### src/rtl/button_event_ctrl.sv
// rtl/button_event_ctrl.sv - debounced button to press/release/short/long events and mode register
// A press that is already held when reset releases is ignored until the button is seen released.
module button_event_ctrl #(
  parameter int CLK_FREQ_HZ   = 100_000_000,
  parameter int LONG_PRESS_MS = 1000,
  parameter int NUM_MODES     = 4,
  parameter int ACTIVE_LOW    = 0,
  localparam int MODE_W       = (NUM_MODES <= 2) ? 1 : $clog2(NUM_MODES)
) (
  input  logic              clk,
  input  logic              rst,
  input  logic              btn_in,
  output logic              press_pulse,
  output logic              release_pulse,
  output logic              short_press,
  output logic              long_press,
  output logic              held,
  output logic [MODE_W-1:0] mode
);

  // 64-bit product: ms * Hz overflows 32 bits at realistic clock rates
  localparam longint LONG_CYCLES = (longint'(LONG_PRESS_MS) * longint'(CLK_FREQ_HZ)) / 1000;
  localparam int CNT_W = $clog2(LONG_CYCLES + 1);
  localparam logic [CNT_W-1:0]  LONG_M1  = CNT_W'(LONG_CYCLES - 1);
  localparam logic [MODE_W-1:0] MODE_MAX = MODE_W'(NUM_MODES - 1);

  typedef enum logic [1:0] {WAIT_IDLE, IDLE, PRESSED, LONG_HELD} state_t;

  state_t            state, state_d;
  logic [CNT_W-1:0]  hold_cnt, hold_cnt_d;
  logic [MODE_W-1:0] mode_d;
  logic              press_d, release_d, short_d, long_d, held_d;
  logic              btn_n;
  logic              at_long;

  assign btn_n   = (ACTIVE_LOW != 0) ? ~btn_in : btn_in;
  assign at_long = (hold_cnt == LONG_M1);

  always_ff @(posedge clk or posedge rst) begin
    if (rst) begin
      state         <= WAIT_IDLE;
      hold_cnt      <= '0;
      mode          <= '0;
      press_pulse   <= 1'b0;
      release_pulse <= 1'b0;
      short_press   <= 1'b0;
      long_press    <= 1'b0;
      held          <= 1'b0;
    end else begin
      state         <= state_d;
      hold_cnt      <= hold_cnt_d;
      mode          <= mode_d;
      press_pulse   <= press_d;
      release_pulse <= release_d;
      short_press   <= short_d;
      long_press    <= long_d;
      held          <= held_d;
    end
  end

  always_comb begin
    state_d = state;
    case (state)
      WAIT_IDLE: if (!btn_n) state_d = IDLE;
      IDLE:      if (btn_n) state_d = PRESSED;
      PRESSED: begin
        if (!btn_n)       state_d = IDLE;
        else if (at_long) state_d = LONG_HELD;
      end
      LONG_HELD: if (!btn_n) state_d = IDLE;
      default:   state_d = WAIT_IDLE;
    endcase
  end

  always_comb begin
    press_d    = 1'b0;
    release_d  = 1'b0;
    short_d    = 1'b0;
    long_d     = 1'b0;
    hold_cnt_d = hold_cnt;
    mode_d     = mode;
    case (state)
      IDLE: begin
        if (btn_n) begin
          press_d    = 1'b1;
          hold_cnt_d = CNT_W'(1);
        end
      end
      PRESSED: begin
        if (btn_n) begin
          if (at_long) begin
            long_d = 1'b1;
            mode_d = '0;
          end else begin
            hold_cnt_d = hold_cnt + CNT_W'(1);
          end
        end else begin
          release_d = 1'b1;
          short_d   = 1'b1;
          mode_d    = (mode == MODE_MAX) ? '0 : mode + MODE_W'(1);
        end
      end
      LONG_HELD: begin
        // counter stays frozen; only the release is reported
        if (!btn_n) release_d = 1'b1;
      end
      default: ;
    endcase
    held_d = (state_d == PRESSED) || (state_d == LONG_HELD);
  end

endmodule

### config.mk
export PLATFORM = sky130hd
export DESIGN_NAME = button_event_ctrl
export DESIGN_NICKNAME = d
export VERILOG_FILES = /design/src/rtl/button_event_ctrl.sv
export SDC_FILE = /design/constraint.sdc
export NUM_CORES = 1
export LEC_CHECK = 0
export ABC_AREA = 1
export BUFFER_PORTS_ARGS = -buffer_cell sky130_fd_sc_hd__buf_4
export CORE_MARGIN = 2
export CORE_UTILIZATION = 52
export DETAILED_ROUTE_END_ITERATION = 8
export HOLD_SLACK_MARGIN = 0.12
export PLACE_DENSITY_LB_ADDON = 0.1
export SETUP_SLACK_MARGIN = 0.1
export SKIP_LAST_GASP = 1
export SLEW_MARGIN = 20
export SYNTH_ARGS = -nofsm -noshare
export SYNTH_HDL_FRONTEND = slang
export SYNTH_SLANG_ARGS = --single-unit
export TNS_END_PERCENT = 30
### constraint.sdc
create_clock -name clk -period 2 [get_ports clk]
set_input_delay 0 -clock clk [delete_from_list [all_inputs] [get_ports clk]]
set_output_delay 0 -clock clk [all_outputs]
set_load 0.01 [all_outputs]
-- After elaboration in Yosys (flattened, before gate mapping)
Index checks and enable logic that the tools add are counted.
W data, S select, Z words.
- muxes and demuxes: 20
- equality and inequality tests: 11
- add/subtract/negate cells: 2
- reduce and logical (&&, ||, !) cells: 7
- operators with widths (operator ; count):
    $mux W27 ; 3
    $pmux W27 S2 ; 1
    $add A27 B1 Y27 const B ; 1
    $eq A27 B27 Y1 const B ; 1
    $mux W2 ; 7
    $eq A2 B2 Y1 const B ; 5
    $mux W1 ; 8
    $ne A2 B2 Y1 const B ; 3
    $pmux W2 S3 ; 1
    $reduce_and A4 Y1 ; 1
    $reduce_or A2 Y1 ; 2
    $add A2 B1 Y2 const B ; 1
    $eq A2 B1 Y1 const B ; 1
    $logic_not A2 Y1 ; 1
    $ne A2 B1 Y1 const B ; 1
    $reduce_and A2 Y1 ; 1
    $reduce_bool A2 Y1 ; 1
    $logic_or A1 B1 Y1 ; 1
- bits in registers: 36
- input bits: 3
- output and inout port bits: 7

-- Logic depth before layout (Yosys ltp)
- word-level depth: 6
- depth in mapped cells: 12
- depth with buffers taken out: 10

-- Least setup slack after synthesis
Ideal clock, no wire load.
- path kind: flip-flop to flip-flop
- start point: register state[0]
- end point: register hold_cnt[13]
- stages on the path, launching flop included: 13
- period minus slack after synthesis: 1655 ps
- buffers on the path: 2
- slack: 345 ps
- data arrival time: 1537 ps
- path through: dfrtp_1 inv_1 ha_1 buf_2 nand2_1 nor2_1 nand3_1 nor2_8 nor2_4 clkinv_4 buf_12 nand2_2 o21ai_2
- longest elaborated chain between the ends: 3
- elaborated cells between the ends (all ways): 8
- classes of those cells: 5 x eq/ne; 1 x mux; 2 x reduce/logical
- ends and longest elaborated chain (item ; line ; RTL):
    start: declaration ; 29 ; state_t state, state_d;
    start signal: assignment ; 50 ; state <= state_d;
    $eq A2 B2 Y1 or $eq A2 B1 Y1 (tied branches) ; 82 ; case (state)
    $ne A2 B2 Y1 (no source line) or $reduce_bool A2 Y1 (tied branches) ; -- ;
    $reduce_and A4 Y1 (no source line) ; -- ;
    end signal: assignment ; 51 ; hold_cnt <= hold_cnt_d;
    end: declaration ; 30 ; logic [CNT_W-1:0] hold_cnt, hold_cnt_d;
Parallel ways exist; a longest one is shown, timed or not.
A chain may end at the register's enable or synchronous reset.

-- Final worst setup path
- start point: register state[0]
- end point: register hold_cnt[0]
The elaborated chain is that of the path after synthesis.

==> impl_metrics.toml <==
[critical_path]
rr_worst_depth = 10
cp.arrival_ps = 1900
end_kind = "register"
worst-setup-path-type = "register to register"
cp.required_ps = 2160
crit_fanout = 10
start_kind = "register"
path_cells = "inv_1, ha_2, nand2_1, nor2_1, nand3_2, nor2_8, nor2_4, buf_4, o21ai_0, o21ai_1"
critPathTopFamily = "simple AND/OR/NAND/NOR gates"
cp_slowest_cell = "dfrtp_1"
r2r-end = "hold_cnt[0]"
cp_num_buf_inv = 2
ff2ff_setup_slack_ps = 260
worstReg2RegStart = "state[0]"
cpPeakStageDelay_ps = 400

[global_routing]
grt_pass1_vias = 2103
grt-ovfl-total = 0
grt_util_met3_pct = 4.44
grt_pass1_wl_um = 9800
grt_usage_pct = 23.9
grt_max_degree = 37
use_met1_pct = 34.8
busiest_layer = "met2"
grtUsageMet2_pct = 36.0
antenna_found_initial = 0

[detailed_routing]
drc_errors = 0
dr.pass1.iters = 4
wl_per_cell_um = 13.0
num_vias = 2170
via_per_inst = 5.13
drtIter0Drc = 164
ant_nets = 0
wl_um = 5520

[place]
dpl-instance-area_um2 = 2590
numPlacedInstances = 411
place_hpwl_um = 3990
dp_slack_ps = -224
gp_congestion = 0.884
io_buffers = 9

[timing]
min_period_ps = 1740
slew_viol_final = 0
max_freq_mhz = 574
fin_hold_ws_ps = 377
rsz0062_at_grt = "false"
fin_crit_sh_pct = 87.1
hold_violations = 0
tightest_slew_ps = 492
fin_ws_ps = 259
max-slew-margin-rel_pct = 67.2
skew_ps = 5.43
setup_viol = 0

[floorplanning]
rows = 24
core_um2 = 4410
fp.dieH_um = 72.2
pin_count = 10
die_w_um = 72.2
die-area_um2 = 5210
start_util_pct = 54.8

[clocking]
ctsRootBufferMaster = "clkbuf_8"
clock_latency_ps = 290
clkTransAtPathRegs_ps = 70
cts_buffers = 5
cts_sinks = 36
clock_path_buffers = 2
cts_tree = "yes"
h-tree-depth = 2

[yosys]
ys_warn_count = 0
avgSynthCellArea_um2 = 7.05
synth_fp_nets = 351
synth_cell_types = 30
yosysSeqAreaShare_pct = 37.2
synthesis.area_um2 = 2420
ys_ff_latch = 36
synthCells = 343

[pwr]
combPwrFrac_pct = 31.4
clock_power_share_pct = 28.9
p_sw_uw = 767
ir_drop_v = 0.000593
p_int_uw = 1420
p_sw_share_pct = 35.0
seqPwrFrac_pct = 39.7
power_density_nw_per_um2 = 797
cellLeakagePower_uw = 0.00132

[layout]
insertedDiodeCount = 0
layout_common_cells = "nand2_1, nor2_1, dfrtp_1, inv_1, buf_4"
drive_above_1_share_pct = 18.9
layout_commonest_cell = "nand2_1"
design_area_um2 = 2750
syn2layout_area_growth_pct = 13.7
final_cells = 423
fin_nets = 378

[outcome]
outcome = "finished, final reports clean"

[flow_run]
max-cap-violations = 0

[hold_path]
hp-class = "primary input to asynchronous set/reset pin"
worst reg2reg max path, cell delays in order, from the launching register on:
cell and delay, ps:
dfrtp_1 400, inv_1 100, ha_2 220, nand2_1 60, nor2_1 120, nand3_2 140
nor2_8 170, nor2_4 70, buf_4 180, o21ai_0 80, o21ai_1 80
worst max-delay path by stage:
stage,startpoint,to,cells after the start
3_5_place_dp,state[0],hold_cnt[9],10
2_1_floorplan,state[0],hold_cnt[13],12
3_3_place_gp,state[1],hold_cnt[9],9
4_1_cts,state[0],hold_cnt[0],10
5_1_grt,state[0],hold_cnt[0],10
6_report,state[0],hold_cnt[0],10
power groups by stage:
| stage | registers [uW] | logic (uW) | clock network (uW) |
|---|---|---|---|
| global route | 881 | 779 | 681 |
| finish | 871 | 687 | 633 |
| floorplan | 901 | 492 | 0 |
| global placement | 881 | 651 | 0 |
| CTS | 871 | 689 | 649 |
| detailed placement | 885 | 654 | 0 |
cells by family (layout without fill, tap and decap cells):
logic type / count (synthesis) / in the layout / synth area share [%]
AO/OA/AOI/OAI: 22 / 22 / 6.47
XOR/XNOR: 8 / 8 / 2.90
flip-flops: 36 / 36 / 37.2
adder cells (fa/ha/maj): 5 / 5 / 2.59
buffers and inverters: 42 / 69 / 8.59
AND/OR/NAND/NOR: 230 / 231 / 42.2
area by class of cell:
class	instances	area [um^2]
Fill cell	414	1670
Timing Repair Buffer	28	215
Tap cell	52	65.1
Sequential cell	36	901
Multi-Input combinational cell	266	1320
Clock buffer	6	72.6
Inverter	33	136
Clock inverter	2	35.0
synthesized netlist by cell type, drive strengths merged:
master / instances / area share (%)
nand2: 131 / 22
nand4: 15 / 3.9
ha: 5 / 2.6
o21bai: 4 / 1.2
a21oi: 3 / 0.62
o21ai: 12 / 3.6
or2: 3 / 0.78
o311ai: 2 / 0.72
xnor2: 1 / 0.36
dfrtp: 36 / 37
buf: 8 / 3.1
o31ai: 1 / 0.31
clkbuf: 1 / 0.16
clkinv: 1 / 0.36
nor2: 56 / 10
inv: 32 / 5.0
xor2: 7 / 2.5
nand3: 25 / 5.4
per-layer routing:
| layer | up-vias | wire length [um] |
|---|---|---|
| met5 | - | 0 |
| met4 | 0 | 93 |
| met3 | 9 | 302 |
| met2 | 56 | 2440 |
| met1 | 969 | 2680 |
| li1 | 1136 | - |
metrics by stage:
stage	total power, uW	util [%]	setup TNS [ps]
floorplan	1390	-	0
global placement	1530	58.7	-4310
detailed placement	1540	58.7	-5270
CTS	2210	62.1	0
global route	2340	62.3	0
finish	2190	62.3	0
sequential cells by signal, summed over array words and instances (netlist names):
name / count
hold_cnt: 27
mode: 2
state: 2
held: 1
long_press: 1
press_pulse: 1
release_pulse: 1
short_press: 1
timing repair:
| action | 4_1_cts | 5_1_grt |
|---|---|---|
| endpoints found under the setup margin | 26 | 8 |
| gates resized for setup | 1 | 2 |
| endpoints found under the hold margin | 45 | 0 |
| hold buffers | 2 | 0 |
| buffers inserted | 1 | 0 |
| pin swaps | 1 | 0 |
| cloned | 1 | 0 |
Power figures use the tool's default switching activity.
